--- src/rtl/dmem_arbiter.sv ---
// dmem_arbiter
// Arbitrates the single data-memory port between the execute stage and the
// debug/loader port. Each access is latched at grant and held until the memory
// signals ready. Data comes back with a one-cycle done pulse to the owner.
// Two guards protect the port:
//   - after STARVE_LIMIT back-to-back execute wins over a waiting debug
//     request, the next grant goes to debug;
//   - an access with no ready for TIMEOUT cycles is aborted, returns 8'hFF
//     and sets the sticky acc_err flag.
//
// Ports
//   clk, reset_                 clock, synchronous active-low reset
//   ex_mem_*                    execute request in; read data, done and stall out
//   dbg_*                       debug request in; read data and done out
//   d_mem_*                     data SRAM port (registered strobes/addr/data)
//   acc_err                     sticky timeout flag, cleared only by reset
module dmem_arbiter #(
    parameter int STARVE_LIMIT = 4,   // 1..15
    parameter int TIMEOUT      = 16   // 2..255
) (
    input  logic        clk,
    input  logic        reset_,
    input  logic [11:0] ex_mem_addr,
    input  logic [7:0]  ex_mem_wdata,
    input  logic        ex_mem_en,
    input  logic        ex_mem_rd,
    input  logic        ex_mem_wr,
    output logic [7:0]  ex_mem_rdata,
    output logic        ex_done,
    output logic        ex_stall,
    input  logic        dbg_req,
    input  logic        dbg_wr,
    input  logic [11:0] dbg_addr,
    input  logic [7:0]  dbg_wdata,
    output logic [7:0]  dbg_rdata,
    output logic        dbg_done,
    output logic [11:0] d_mem_addr,
    output logic [7:0]  d_mem_wdata,
    input  logic [7:0]  d_mem_rdata,
    output logic        d_mem_en,
    output logic        d_mem_rd,
    output logic        d_mem_wr,
    input  logic        d_mem_ready,
    output logic        acc_err
);

    typedef enum logic [1:0] {IDLE, EX_ACC, DBG_ACC} state_t;

    state_t     state;
    logic [3:0] starve_cnt;
    logic [7:0] to_cnt;
    logic       ex_req;
    logic       done_now;
    logic       ex_wins;

    assign ex_req   = ex_mem_en & (ex_mem_rd | ex_mem_wr);
    assign ex_stall = ex_req & ~ex_done;
    // A done cycle is never a grant cycle, so a request still held across
    // its own done pulse cannot be served twice.
    assign done_now = ex_done | dbg_done;
    assign ex_wins  = ex_req & (~dbg_req | (starve_cnt < 4'(STARVE_LIMIT)));

    always_ff @(posedge clk) begin
        if (!reset_) begin
            state        <= IDLE;
            starve_cnt   <= '0;
            to_cnt       <= '0;
            ex_mem_rdata <= '0;
            ex_done      <= 1'b0;
            dbg_rdata    <= '0;
            dbg_done     <= 1'b0;
            d_mem_addr   <= '0;
            d_mem_wdata  <= '0;
            d_mem_en     <= 1'b0;
            d_mem_rd     <= 1'b0;
            d_mem_wr     <= 1'b0;
            acc_err      <= 1'b0;
        end else begin
            ex_done  <= 1'b0;
            dbg_done <= 1'b0;
            if (!dbg_req)
                starve_cnt <= '0;

            case (state)
                IDLE: begin
                    if (!done_now) begin
                        if (ex_wins) begin
                            state       <= EX_ACC;
                            to_cnt      <= '0;
                            d_mem_addr  <= ex_mem_addr;
                            d_mem_wdata <= ex_mem_wdata;
                            d_mem_en    <= 1'b1;
                            // rd+wr together is treated as a write
                            d_mem_wr    <= ex_mem_wr;
                            d_mem_rd    <= ~ex_mem_wr;
                            if (dbg_req)
                                starve_cnt <= starve_cnt + 4'd1;
                        end else if (dbg_req) begin
                            state       <= DBG_ACC;
                            to_cnt      <= '0;
                            starve_cnt  <= '0;
                            d_mem_addr  <= dbg_addr;
                            d_mem_wdata <= dbg_wdata;
                            d_mem_en    <= 1'b1;
                            d_mem_wr    <= dbg_wr;
                            d_mem_rd    <= ~dbg_wr;
                        end
                    end
                end

                EX_ACC, DBG_ACC: begin
                    // Ready in the final timeout cycle still completes normally.
                    if (d_mem_ready || (to_cnt == 8'(TIMEOUT - 1))) begin
                        state    <= IDLE;
                        d_mem_en <= 1'b0;
                        d_mem_rd <= 1'b0;
                        d_mem_wr <= 1'b0;
                        if (!d_mem_ready)
                            acc_err <= 1'b1;
                        if (state == EX_ACC) begin
                            ex_done      <= 1'b1;
                            ex_mem_rdata <= !d_mem_ready ? 8'hFF :
                                            d_mem_rd     ? d_mem_rdata : 8'h00;
                        end else begin
                            dbg_done  <= 1'b1;
                            dbg_rdata <= !d_mem_ready ? 8'hFF :
                                         d_mem_rd     ? d_mem_rdata : 8'h00;
                        end
                    end else begin
                        to_cnt <= to_cnt + 8'd1;
                    end
                end

                default: state <= IDLE;
            endcase
        end
    end

endmodule

--- config.mk ---
export PLATFORM = sky130hd
export DESIGN_NAME = dmem_arbiter
export DESIGN_NICKNAME = d
export VERILOG_FILES = /design/src/rtl/dmem_arbiter.sv
export SDC_FILE = /design/constraint.sdc
export NUM_CORES = 1
export LEC_CHECK = 0
export CAP_MARGIN = 20
export CORE_MARGIN = 1
export CORE_UTILIZATION = 47
export DETAILED_ROUTE_END_ITERATION = 6
export PLACE_DENSITY = 0.95
export SETUP_SLACK_MARGIN = 0.1
export SKIP_CTS_REPAIR_TIMING = 1
export SLEW_MARGIN = 20
export SYNTH_ARGS = -nofsm -noshare
export SYNTH_HDL_FRONTEND = slang
export SYNTH_SLANG_ARGS = --single-unit
--- constraint.sdc ---
create_clock -name clk -period 3.6 [get_ports clk]
set_clock_uncertainty 0.2 [all_clocks]
set_input_delay 0.72 -clock clk [delete_from_list [all_inputs] [get_ports clk]]
set_output_delay 0.72 -clock clk [all_outputs]
set_load 0.005 [all_outputs]
Word level (Yosys, flattened, before mapping)

Index checks and enable logic that the tools add are counted.

Bitwise operators: 13
Magnitude comparators: 1
Eq/ne operators: 7
Muxes and demuxes: 37
Reductions and logical operators: 13
Add/sub/neg operators: 2

Operators by type and width:

| cell                                                                         | number |
|---|---|
| 8-bit 2-to-1 mux                                                             | 8 |
| 12-bit 2-to-1 mux                                                            | 2 |
| 4-bit 2-to-1 mux                                                             | 6 |
| 3-bit AND reduction                                                          | 6 |
| 8-bit case mux with 2 select lines                                           | 1 |
| 1-bit 2-to-1 mux                                                             | 12 |
| 8-bit by 1-bit adder with 8-bit output, second input constant                | 1 |
| 8-bit by 4-bit == test with 1-bit output, second input constant              | 1 |
| 2-bit 2-to-1 mux                                                             | 4 |
| 4-bit AND reduction                                                          | 2 |
| 1-bit inverter                                                               | 7 |
| 2-bit inequality test, second input constant                                 | 3 |
| 1-bit case mux with 2 select lines                                           | 3 |
| 4-bit by 1-bit adder with 4-bit output, second input constant                | 1 |
| 4-bit by 3-bit less-than comparator with 1-bit output, second input constant | 1 |
| 2-bit case mux with 2 select lines                                           | 1 |
| 2-bit nonzero test                                                           | 2 |
| 1-bit bitwise AND                                                            | 3 |
| 3-bit inequality test, second input constant                                 | 1 |
| 1-bit OR                                                                     | 3 |
| 2-bit by 1-bit == test with 1-bit output, second input constant              | 1 |
| 2-bit == test, second input constant                                         | 1 |
| 2-bit logical NOT                                                            | 1 |
| 2-bit OR reduction                                                           | 1 |
| 1-bit logical OR                                                             | 1 |

Bits in registers: 56
Input port bits: 56
Logic and storage cells: 86

Longest topological paths before layout

Word-level depth: 6
Depth in mapped cells: 8
Gate-level depth less buffers: 6

Worst setup path before layout

Ideal clock, no wire load.

Path kind: input port to flip-flop
Start point: input port ex_mem_wr
End point: register d_mem_addr[0]
Library setup time: 138 ps
Stages on the path: 5
Slack: 1464 ps
Arrival: 1799 ps
Cell sequence: o21a_1 -> nand2_1 -> buf_1 -> mux2i_1 -> a211oi_1

Longest elaborated chain between the ends: 5
Elaborated cells on any way between the ends: 6

Ends and longest elaborated chain:

| what                          | RTL line | text |
|---|---|---|
| from (decl)                   | 27       | `input logic ex_mem_wr,` |
| 1-bit OR (*)                  | 56       | `assign ex_req = ex_mem_en & (ex_mem_rd \| ex_mem_wr);` |
| 1-bit bitwise AND (*)         | 56       |  |
| 1-bit bitwise AND (*)         | 61       | `assign ex_wins = ex_req & (~dbg_req \| (starve_cnt < 4'(STARVE_LIMIT)));` |
| 2-bit nonzero test (no line)  | n/a      |  |
| 3-bit AND reduction (no line) | n/a      |  |
| to (signal assigned)          | 90       | `d_mem_addr <= ex_mem_addr;` |
| to (signal assigned)          | 102      | `d_mem_addr <= dbg_addr;` |
| to (decl)                     | 37       | `output logic [11:0] d_mem_addr,` |

Mark *: on every way between the ends. The rest lies on a longest branch, timed or not.
A chain may end at the register's enable or synchronous reset.

Final worst setup path

Start point: input port ex_mem_wr
End point: output port ex_stall

Longest elaborated chain between the ends: 3

Ends and longest elaborated chain:

| what              | RTL line | text |
|---|---|---|
| 1-bit OR          | 56       |  |
| 1-bit bitwise AND | 56       |  |
| 1-bit bitwise AND | 57       | `assign ex_stall = ex_req & ~ex_done;` |
| to (decl)         | 30       | `output logic ex_stall,` |

No other way between the ends.

==> flow_summary.json <==
{
  "hold_end": "state[0]$_SDFFE_PN0P_",
  "cts.sinks": 56,
  "die_y_um": 75.3,
  "reg2reg_from": "state[1]$_SDFFE_PN0P_",
  "whs_path_depth": 2,
  "finalMaxSlewViolations": 0,
  "overflow": 0,
  "drv_cap": 0,
  "synth_most_common_cell": "dfxtp_1",
  "vdd_drop_max_mv": 0.238,
  "ant_nets": 0,
  "slowest_delay_ns": 0.46,
  "clk_pin_slew_ns": 0.09,
  "worstSetupStartpointType": "primary input",
  "setup-tns-final_ns": 0,
  "hold_start": "state[0]$_SDFFE_PN0P_",
  "syn-cell-area_um2": 2520,
  "cts_root_buf": "clkbuf_8",
  "dr.pass1.iters": 4,
  "grt_pass1_vias": 2266,
  "critPathKind": "primary input to primary output",
  "wirelength_mm": 6.22,
  "area_growth_syn_to_layout_pct": 45.1,
  "crit_chain": "clkdlybuf4s50_1 -> o21ai_1 -> nor2_1 -> clkdlybuf4s50_1",
  "setup_violations": 0,
  "ys_warn_count": 0,
  "cp_common_cell": "clkdlybuf4s50_1",
  "seq_area_frac_synth_pct": 44.4,
  "r2r_end": "to_cnt[4]$_SDFFE_PN0P_",
  "crit_slowest_cell": "clkdlybuf4s50_1",
  "fin_crit_ns": 3.06,
  "cp.required_ns": 2.68,
  "syn-instance-count": 277,
  "synth.distinct_cells": 41,
  "nets": 425,
  "end_kind": "primary output",
  "synth_area_leaders": "dfxtp_1, mux2i_1, a211oi_1",
  "post-route-util_pct": 71.2,
  "die_w_um": 75.3,
  "synth_edf_count": 0,
  "status": "complete, no violations",
  "fillers": 438,
  "hold_violations": 0,
  "hold_path.class": "register to register",
  "via_per_inst": 5.62,
  "core_area_um2": 5140,
  "wl_per_cell_um": 14.3,
  "numCtsBuffers": 5,
  "cp_max_fo": 7,
  "drt_iter0_drc": 200,
  "p_per_area_nw_per_um2": 436,
  "ff2ff_path_depth": 6,
  "drive_above_1_share_pct": 4.92,
  "clockBufferDepth": 2,
  "syn_nets": 337,
  "worst_pin_slew_ns": 0.749,
  "vias": 2452,
  "ys.flop_type": "dfxtp_1",
  "yosysTopAreaCellShare_pct": 44.4,
  "grt_max_degree": 46,
  "globalRouteTotalUtil_pct": 23.2,
  "port_buffers": 98,
  "ys_async_sr_fraction_pct": 0,
  "post-route-drc-count": 0,
  "fmax_ghz": 0.327,
  "grt_pass1_wl_mm": 10.1,
  "rsz0062_at_grt": "false",
  "synth_top_area_cell": "dfxtp_1",
  "reg2reg_slack_ns": 1.02,
  "arrival_ns": 2.14,
  "p_leak_nw": 1.32,
  "fp-row-count": 26,
  "initial_core_util_pct": 49.1,
  "dp_hpwl_mm": 4.55,
  "insertion_delay_ns": 0.30,
  "syn_avg_cell_area_um2": 9.11,
  "cts_tree": "yes",
  "cts_htree_levels": 2,
  "max_slew_margin_pct": 50.0,
  "antenna_found_initial": 0,
  "fin_crit_sh_pct": 84.9,
  "antenna_cells": 0,
  "dieArea_um2": 5660,
  "synth_seq_cells": 56,
  "netlist_top_cells_count": "dfxtp_1, a21oi_1, nor2_1, mux2i_1, a211oi_1",
  "gp_congestion": 0.891,
  "ioPinCount": 99
}
-- layout make-up --
type	instances	area, µm²	share of cell area [%]
clock buffer	5	68.8	1.88
clock inverter	3	47.5	1.30
inverter	7	26.3	0.718
multi-input combinational	194	1290	35.3
sequential	56	1120	30.6
tap	70	87.6	2.39
timing repair buffer	101	1020	27.8
-- placed cells by master (no fill, tap or decap), types with 2 or more instances in the layout --
cell and instances:
nor4_1 3, o211ai_1 2, clkdlybuf4s50_1 98, nor3_1 4, buf_4 2, a21oi_1 26
nor2_1 27, mux2i_1 23, nand3b_1 4, a211oi_1 20, dfxtp_1 56, o21a_1 3
nand4_1 2, or4_1 4, o21ai_0 9, nand3_1 8, ha_1 4, clkinv_4 2
clkbuf_8 5, o31ai_1 5, inv_1 5, or3_1 2, a311oi_1 16, nand2_1 16
-- metal layers --
metal	global-route usage [%]	share of wire, %
met5	0	0
met4	9.26	1.6
met3	6.69	7.6
met2	39.3	51
met1	27.9	40
-- worst max-delay path: cells and delay by family --
family / cells / cell delay, ns
AOI/OAI and AO/OA: 1 / 0.42
and+or+nand+nor: 1 / 0.09
buffers and inverters: 2 / 0.91
-- sequential cells by signal (all words and copies together) (netlist names) --
register      flops
d_mem_addr       12
d_mem_rd          1
dbg_done          1
d_mem_en          1
state             2
to_cnt            8
d_mem_wdata       8
dbg_rdata         8
starve_cnt        4
d_mem_wr          1
ex_done           1
ex_mem_rdata      8
acc_err           1
-- power by group --
| part | internal (mW) | total [mW] | leakage [nW] | switching (mW) |
|---|---|---|---|---|
| Sequential | 0.684 | 0.724 | 0.458 | 0.0401 |
| Combinational | 0.244 | 0.456 | 0.805 | 0.212 |
| Clock | 0.210 | 0.414 | 0.0583 | 0.205 |
-- through the flow --
stage                     instance area (µm²)  setup WS, ns  hold slack (ns)  power (mW)  std cells
final                                    3660         0.543            0.281        1.59        436
after global routing                     3660         0.399            0.325        1.68        436
after CTS                                3660         0.554            0.282        1.60        436
after detailed placement                 3540         0.551            0.268        1.19        428
after global placement                   3540         0.607            0.251        1.18        428
after floorplan                          2520          1.46            0.245       0.968        277
-- kinds of logic (layout without fill, tap and decap cells) --
group / count (synthesis) / after routing / synth area share [%]
AOI/OAI and AO/OA: 91 / 91 / 25.1
and+or+nand+nor: 76 / 76 / 14.9
DFF: 56 / 56 / 44.4
buffers and inverters: 27 / 116 / 4.46
muxes: 23 / 23 / 9.13
adders and majority gates: 4 / 4 / 1.98
-- how the worst max path moves through the flow --
stage | from | cells past startpoint | to | slack (ns)
final | ex_mem_wr | 4 | ex_stall | 0.54
after CTS | ex_mem_wr | 4 | ex_stall | 0.55
after global placement | ex_mem_wr | 4 | ex_stall | 0.61
after global routing | ex_mem_wr | 4 | ex_stall | 0.40
after floorplan | ex_mem_wr | 5 | d_mem_addr[0]$_SDFFE_PN0P_ | 1.46
after detailed placement | ex_mem_wr | 4 | ex_stall | 0.55
No activity file was read; power rests on OpenSTA's default activity.
==> RTL edit 1, RTL diff (same settings) <==
Make the reset (`reset_`) asynchronous in one clocked block. Comments in the files are not updated.
--- a/src/rtl/dmem_arbiter.sv
+++ b/src/rtl/dmem_arbiter.sv
@@ -60,7 +60,7 @@
     assign done_now = ex_done | dbg_done;
     assign ex_wins  = ex_req & (~dbg_req | (starve_cnt < 4'(STARVE_LIMIT)));
 
-    always_ff @(posedge clk) begin
+    always_ff @(posedge clk or negedge reset_) begin
         if (!reset_) begin
             state        <= IDLE;
             starve_cnt   <= '0;
Function: differs if reset_ is asserted again (counterexample within 4 cycles, from zero or initial values and one cycle with reset_ low); with reset_ held inactive, the same outputs for 10 cycles.
==> RTL edit 1 against the original RTL <==
  * Synthesized area increased by 6.2%
  * Sequential cell count unchanged
  * Final area is 4.4% higher
  * Routed wire length rose by 7.9%
  * Hold slack got worse by 0.0081 ns
  * Setup slack better by 0.024 ns
  * Critical endpoint unchanged
  * Largest cell class is now registers
Power is not compared: it rests on default switching activity, and its combinational part moved more than twofold at a synthesized area within 25%.
==> RTL edit 1: results (changes against the original RTL) <==
The wire length of the first global-routing pass is 11.23 mm (+11%), and the fraction of the mapped netlist area in adder cells is 1.868% (-0.12 points). The logs give 181 (-6.7%) for the number of combinational gates with multiple inputs and 3.353 mm (+5.7%) for the routed length on met2. Compound-cell area share of the yosys netlist: 20.55% (-4.5 points). The data arrival time of the critical path came out at 2.11 ns (-0.03 ns). Area of combinational cells with multiple inputs: 1219 sq um (-5.7%). The minimum clock period is 3.033 ns (-0.02412 ns). The post-synthesis sequential area ratio was 52.31% (+7.9 points).

The count of non-filler cells in the finished layout is 420 (-3.7%). The flow ran to the end, and the final reports show no timing, DRC or antenna violations. The cell area after layout is 3822 sq um (+4.4%).

The logs give 50.71% (+0.72 points) for the headroom to the max-slew limit and 6005 sq um (+6.0%) for the die outline area. The tools report the initial DRC count as 189 (-5.5%). Total of buffers placed on input and output ports: 98 (unchanged). The tools report the instance count of the mapped netlist as 252 (-9.0%). The fraction of registers with async set/reset works out to 100.0% (+100 points).

The half-perimeter wire length after placement is 5.052 mm (+11%), and the fraction of area in clock buffers and inverters is 2.586% (-0.59 points). The instance area at placement was 3724 sq um (+5.1%). The number of fillers in the final layout was 424 (-3.2%); the post-route met1 wirelength was 2.769 mm (+12%). Sequential portion of the cell area: 36.66% (+6.0 points).

The number of unique standard cell types used by synthesis came out at 51 (+24%). The register containing the most flip-flops in the final layout was d_mem_addr. The met2 capacity usage during global routing was 40.35% (+1.0 points). Yosys attributes the largest share of cell area to sky130_fd_sc_hd__dfrtp_1 (52%), sky130_fd_sc_hd__mux2i_1 (7.5%), sky130_fd_sc_hd__nand2_1 (5.6%).

The routed length per placed instance works out to 15.98 um (+12%). The tools report the worst-case hold slack as 0.2731 ns (-0.008103 ns). The number of non-clock inverters in the layout is 4 (-3). For the met3 routing resource usage after global routing, the log shows 5.765% (-0.93 points). The largest net degree at the start of global routing was 41 (-11%); the met1 track utilization from global routing was 30.27% (+2.4 points). The terminus of the critical flop-to-flop path was state[0]$_DFFE_PN0P_. The via count of the first global-routing pass was 2274 (+0.35%); the net count of the finished layout was 409 (-3.8%). The worst register-to-register path begins at state[0]$_DFFE_PN0P_. The highest net fanout along the worst path came out at 4 (-3). Ranked by instance count, the synthesized netlist is headed by sky130_fd_sc_hd__dfrtp_1 (56), sky130_fd_sc_hd__nand2_1 (40), sky130_fd_sc_hd__o21ai_0 (25). The number of synthesis warnings is 0 (unchanged), and the number of nets produced by synthesis is 312 (-7.4%). The fraction of cell area in non-clock buffers is 26.12% (-1.6 points), and the met3 wirelength from detailed routing is 517 um (+10%).

The path class of the tightest hold or removal check is primary input to asynchronous set/reset pin. The pre-CTS worst setup slack was 0.5783 ns (+0.02707 ns). The fraction of final layout cells sized beyond drive strength 1 is 6.322% (+1.4 points).

The total inserted antenna cells is 0 (unchanged). The routability-driven placement congestion ratio is 0.8859 (-0.57%). The register-to-register setup slack was 0.93 ns (-0.09 ns); the detail-routed via count per cell was 5.598 (-0.47%).
==> RTL edit 1: changes by cell type after synthesis, moves of 20 or more <==
cell	unedited run	this run
sky130_fd_sc_hd__dfrtp_1	0	56
sky130_fd_sc_hd__nand2_1	16	40
sky130_fd_sc_hd__nor2_1	27	7
sky130_fd_sc_hd__dfxtp_1	56	0
sky130_fd_sc_hd__a21oi_1	27	4
sky130_fd_sc_hd__a211oi_1	20	0
==> RTL edit 1: power breakdown <==
part / internal, mW / leakage [nW] / switching [mW] / total [mW]
clock: 0.200 / 0.0501 / 0.189 / 0.389
combinational: 0.726 / 0.898 / 0.578 / 1.30
sequential: 0.889 / 0.701 / 0.185 / 1.07
==> RTL edit 1: worst max-delay path, stage by stage <==
cell                              delay (ns)
sky130_fd_sc_hd__clkdlybuf4s50_1        0.46
sky130_fd_sc_hd__o21ai_0                0.40
sky130_fd_sc_hd__nor2_1                 0.08
sky130_fd_sc_hd__clkdlybuf4s50_1        0.45
==> RTL edit 2, RTL diff (config.mk and constraints unchanged) <==
Without the edit above. The parameter `TIMEOUT` goes from 16 to 8.
--- a/src/rtl/dmem_arbiter.sv
+++ b/src/rtl/dmem_arbiter.sv
@@ -16,7 +16,7 @@
 //   acc_err                     sticky timeout flag, cleared only by reset
 module dmem_arbiter #(
     parameter int STARVE_LIMIT = 4,   // 1..15
-    parameter int TIMEOUT      = 16   // 2..255
+    parameter int TIMEOUT      = 8   // 2..255
 ) (
     input  logic        clk,
     input  logic        reset_,
Function: changed (a bounded check fails within 10 cycles, from zero or initial values and one cycle with reset_ low).
==> RTL edit 2 against the original RTL <==
  * Final area is 0.34% lower
  * Count of clock-buffer cells in the layout is 1 higher
  * Setup slack better by 0.21 ns
  * Utilization is 0.24 points lower
  * Clock power is 13% lower
  * Routed wire length is 13% higher
  * Register-to-register slack worse by 0.11 ns
  * Synthesized area is 0.55% higher
  * Die area is 0.53% higher
  * Sequential cell count stayed put
  * Total power is 5.2% higher
  * Critical path type unchanged
  * Largest cell class unchanged
  * Largest power group unchanged
==> RTL edit 2: results (changes against the original RTL) <==
The flow ran to the end, and the final reports show no timing, DRC or antenna violations. The tools report the worst-case hold slack as 0.2678 ns (-0.01340 ns). The half-perimeter wire length after placement is 5.037 mm (+11%). The total of buffers placed on input and output ports came out at 98 (unchanged). The largest individual stage delay along the critical path comes from the cell sky130_fd_sc_hd__clkdlybuf4s50_1.

Grouping stages by cell kind, the critical path spends the most delay in buffers and inverters. The register with the most flip-flops in the final layout is d_mem_addr. The tree is rooted in a sky130_fd_sc_hd__clkbuf_8.

The tools report the instance area at placement as 3555 sq um (+0.32%). The run gives 5 (unchanged) as the clock buffer count from CTS. Initial DRC count: 154 (-23%). The fraction of registers with async set/reset is 0% (unchanged), and the total inserted antenna cells is 0 (unchanged).

The initial antenna violation count was 0 (unchanged); the total routing usage reported by global routing was 24.04% (+0.79 points). Leakage power summed over all cells: 1.287 nW (-2.7%). The path class of the tightest hold or removal check is flop to flop. The number of synthesis warnings was 0 (unchanged); the routability-driven placement congestion ratio was 0.8205 (-7.9%).

The register-to-register setup slack was 0.91 ns (-0.11 ns); the stage delay of the slowest cell on the critical path was 0.51 ns (+0.05 ns). In the post-synthesis netlist, the biggest area contributors are sky130_fd_sc_hd__dfxtp_1 (44%), sky130_fd_sc_hd__a311oi_1 (12%), sky130_fd_sc_hd__nand2_1 (8.7%). The worst register-to-register path ends at ex_mem_rdata[6]$_SDFFE_PN0P_.

By count the netlist is led by sky130_fd_sc_hd__nand2_1 (59), sky130_fd_sc_hd__dfxtp_1 (56), sky130_fd_sc_hd__a311oi_1 (36). The start point of the worst hold path was state[1]$_SDFFE_PN0P_. The startpoint identified for the worst register-to-register timing path is state[0]$_SDFFE_PN0P_.

Clock latency on the worst-skew pair, taken at its later pin, is 0.31 ns. The fraction of final layout cells sized beyond drive strength 1 is 5.627% (+0.71 points), and the worst-case reg-to-reg path depth is 6 (unchanged). The number of unique standard cell types used by synthesis was 41 (unchanged). The logs give 7.037 mm (+13%) for the post-detailed-routing wire length and 450 (+5.9%) for the net count of the finished layout. Wire length of the first global-routing pass: 10.54 mm (+4.2%). The maximum number of buffers from clock root to sink is 2 (unchanged). The run gives 1.92 ns (-0.22 ns) as the data arrival time of the critical path. The logs give 44.20% (-0.24 points) for the post-synthesis sequential area ratio and 50.78% (+0.79 points) for the headroom to the max-slew limit.

The worst voltage drop across the vdd grid is 0.2853 mV (+20%). The highest net fanout along the worst path is 3 (-4), and the number of flip-flops in the largest register is 12 (unchanged). Number of nets produced by synthesis: 363 (+7.7%). The count of vias placed by the detailed router came out at 2628 (+7.2%).

The worst hold path terminates at state[1]$_SDFFE_PN0P_. The tools report the largest net degree at the start of global routing as 43 (-6.5%). The dominant synthesized flop cell is sky130_fd_sc_hd__dfxtp_1.

Most used standard cell by instance count after synthesis: sky130_fd_sc_hd__nand2_1. The clock transition at the register clock pins on the worst setup and hold paths after CTS was 0.10 ns; the pre-CTS worst setup slack was 0.7306 ns (+0.1793 ns). The via count of the first global-routing pass came out at 2398 (+5.8%).
-- RTL edit 2: changes by cell type after synthesis, moves of 6 or more --
cell                       unedited run  this run
sky130_fd_sc_hd__mux2i_1             23         4
sky130_fd_sc_hd__a311oi_1            16        36
sky130_fd_sc_hd__clkbuf_1            12        18
sky130_fd_sc_hd__a211oi_1            20         0
sky130_fd_sc_hd__o21ai_1              1         7
sky130_fd_sc_hd__nand2_1             16        59
sky130_fd_sc_hd__o21ai_0              9         2
-- RTL edit 2: metal layers --
metal	vias up	part of all wire [%]	track usage [%]	wire (um)
li1	1273	-	-	-
met5	-	0	0	0
met4	0	1.8	9.465	129
met1	1232	40	27.87	2842
met3	14	7.8	5.820	552
met2	109	50	42.66	3512
-- RTL edit 2: cells by family (layout without fill, tap and decap cells) --
family                   count (synthesis)  after routing  synth area share (%)
flip-flops                              56             56                 44.20
adder cells (fa/ha/maj)                  4              4                 1.973
AND/OR/NAND/NOR                        121            121                 22.84
buffers and inverters                   32            120                 5.377
multiplexers                             4              4                 1.579
AO/OA/AOI/OAI                           86             86                 24.03
-- RTL edit 2: worst max-delay path by stage --
stage | slack [ns] | start | cells past startpoint | endpoint
3_5_place_dp | 0.73 | ex_mem_wr | 6 | to_cnt[4]$_SDFFE_PN0P_
2_1_floorplan | 1.41 | state[0]$_SDFFE_PN0P_ | 8 | to_cnt[7]$_SDFFE_PN0P_
3_3_place_gp | 0.79 | ex_mem_wr | 4 | ex_stall
6_report | 0.76 | ex_mem_wr | 4 | ex_stall
5_1_grt | 0.68 | ex_mem_wr | 4 | ex_stall
4_1_cts | 0.75 | ex_mem_wr | 4 | ex_stall
-- RTL edit 2: layout make-up --
cell class	count	area, sq um
tap	70	87.58
clock inverter	2	10.01
multi-input combinational	215	1282
timing repair buffer	106	1041
fill	405	1493
sequential	56	1121
clock buffer	6	82.58
inverter	6	22.52
-- RTL edit 2: worst min-delay path: stages (launching register included) --
cell and delay (ns):
sky130_fd_sc_hd__dfxtp_1 0.32, sky130_fd_sc_hd__nand2_1 0.05, sky130_fd_sc_hd__mux2i_1 0.05
-- RTL edit 2: where the power goes --
group / leakage [nW] / internal [mW] / switching (mW)
combinational: 0.778 / 0.293 / 0.274
clock: 0.0510 / 0.154 / 0.207
sequential: 0.458 / 0.700 / 0.0500
total: 1.29 / 1.15 / 0.531
-- RTL edit 2: per-stage QoR --
stage	util (%)	cells
after floorplan	-	303
after global placement	69.16	453
after detailed placement	69.16	453
after CTS	70.96	461
after global routing	70.96	461
final	70.96	461
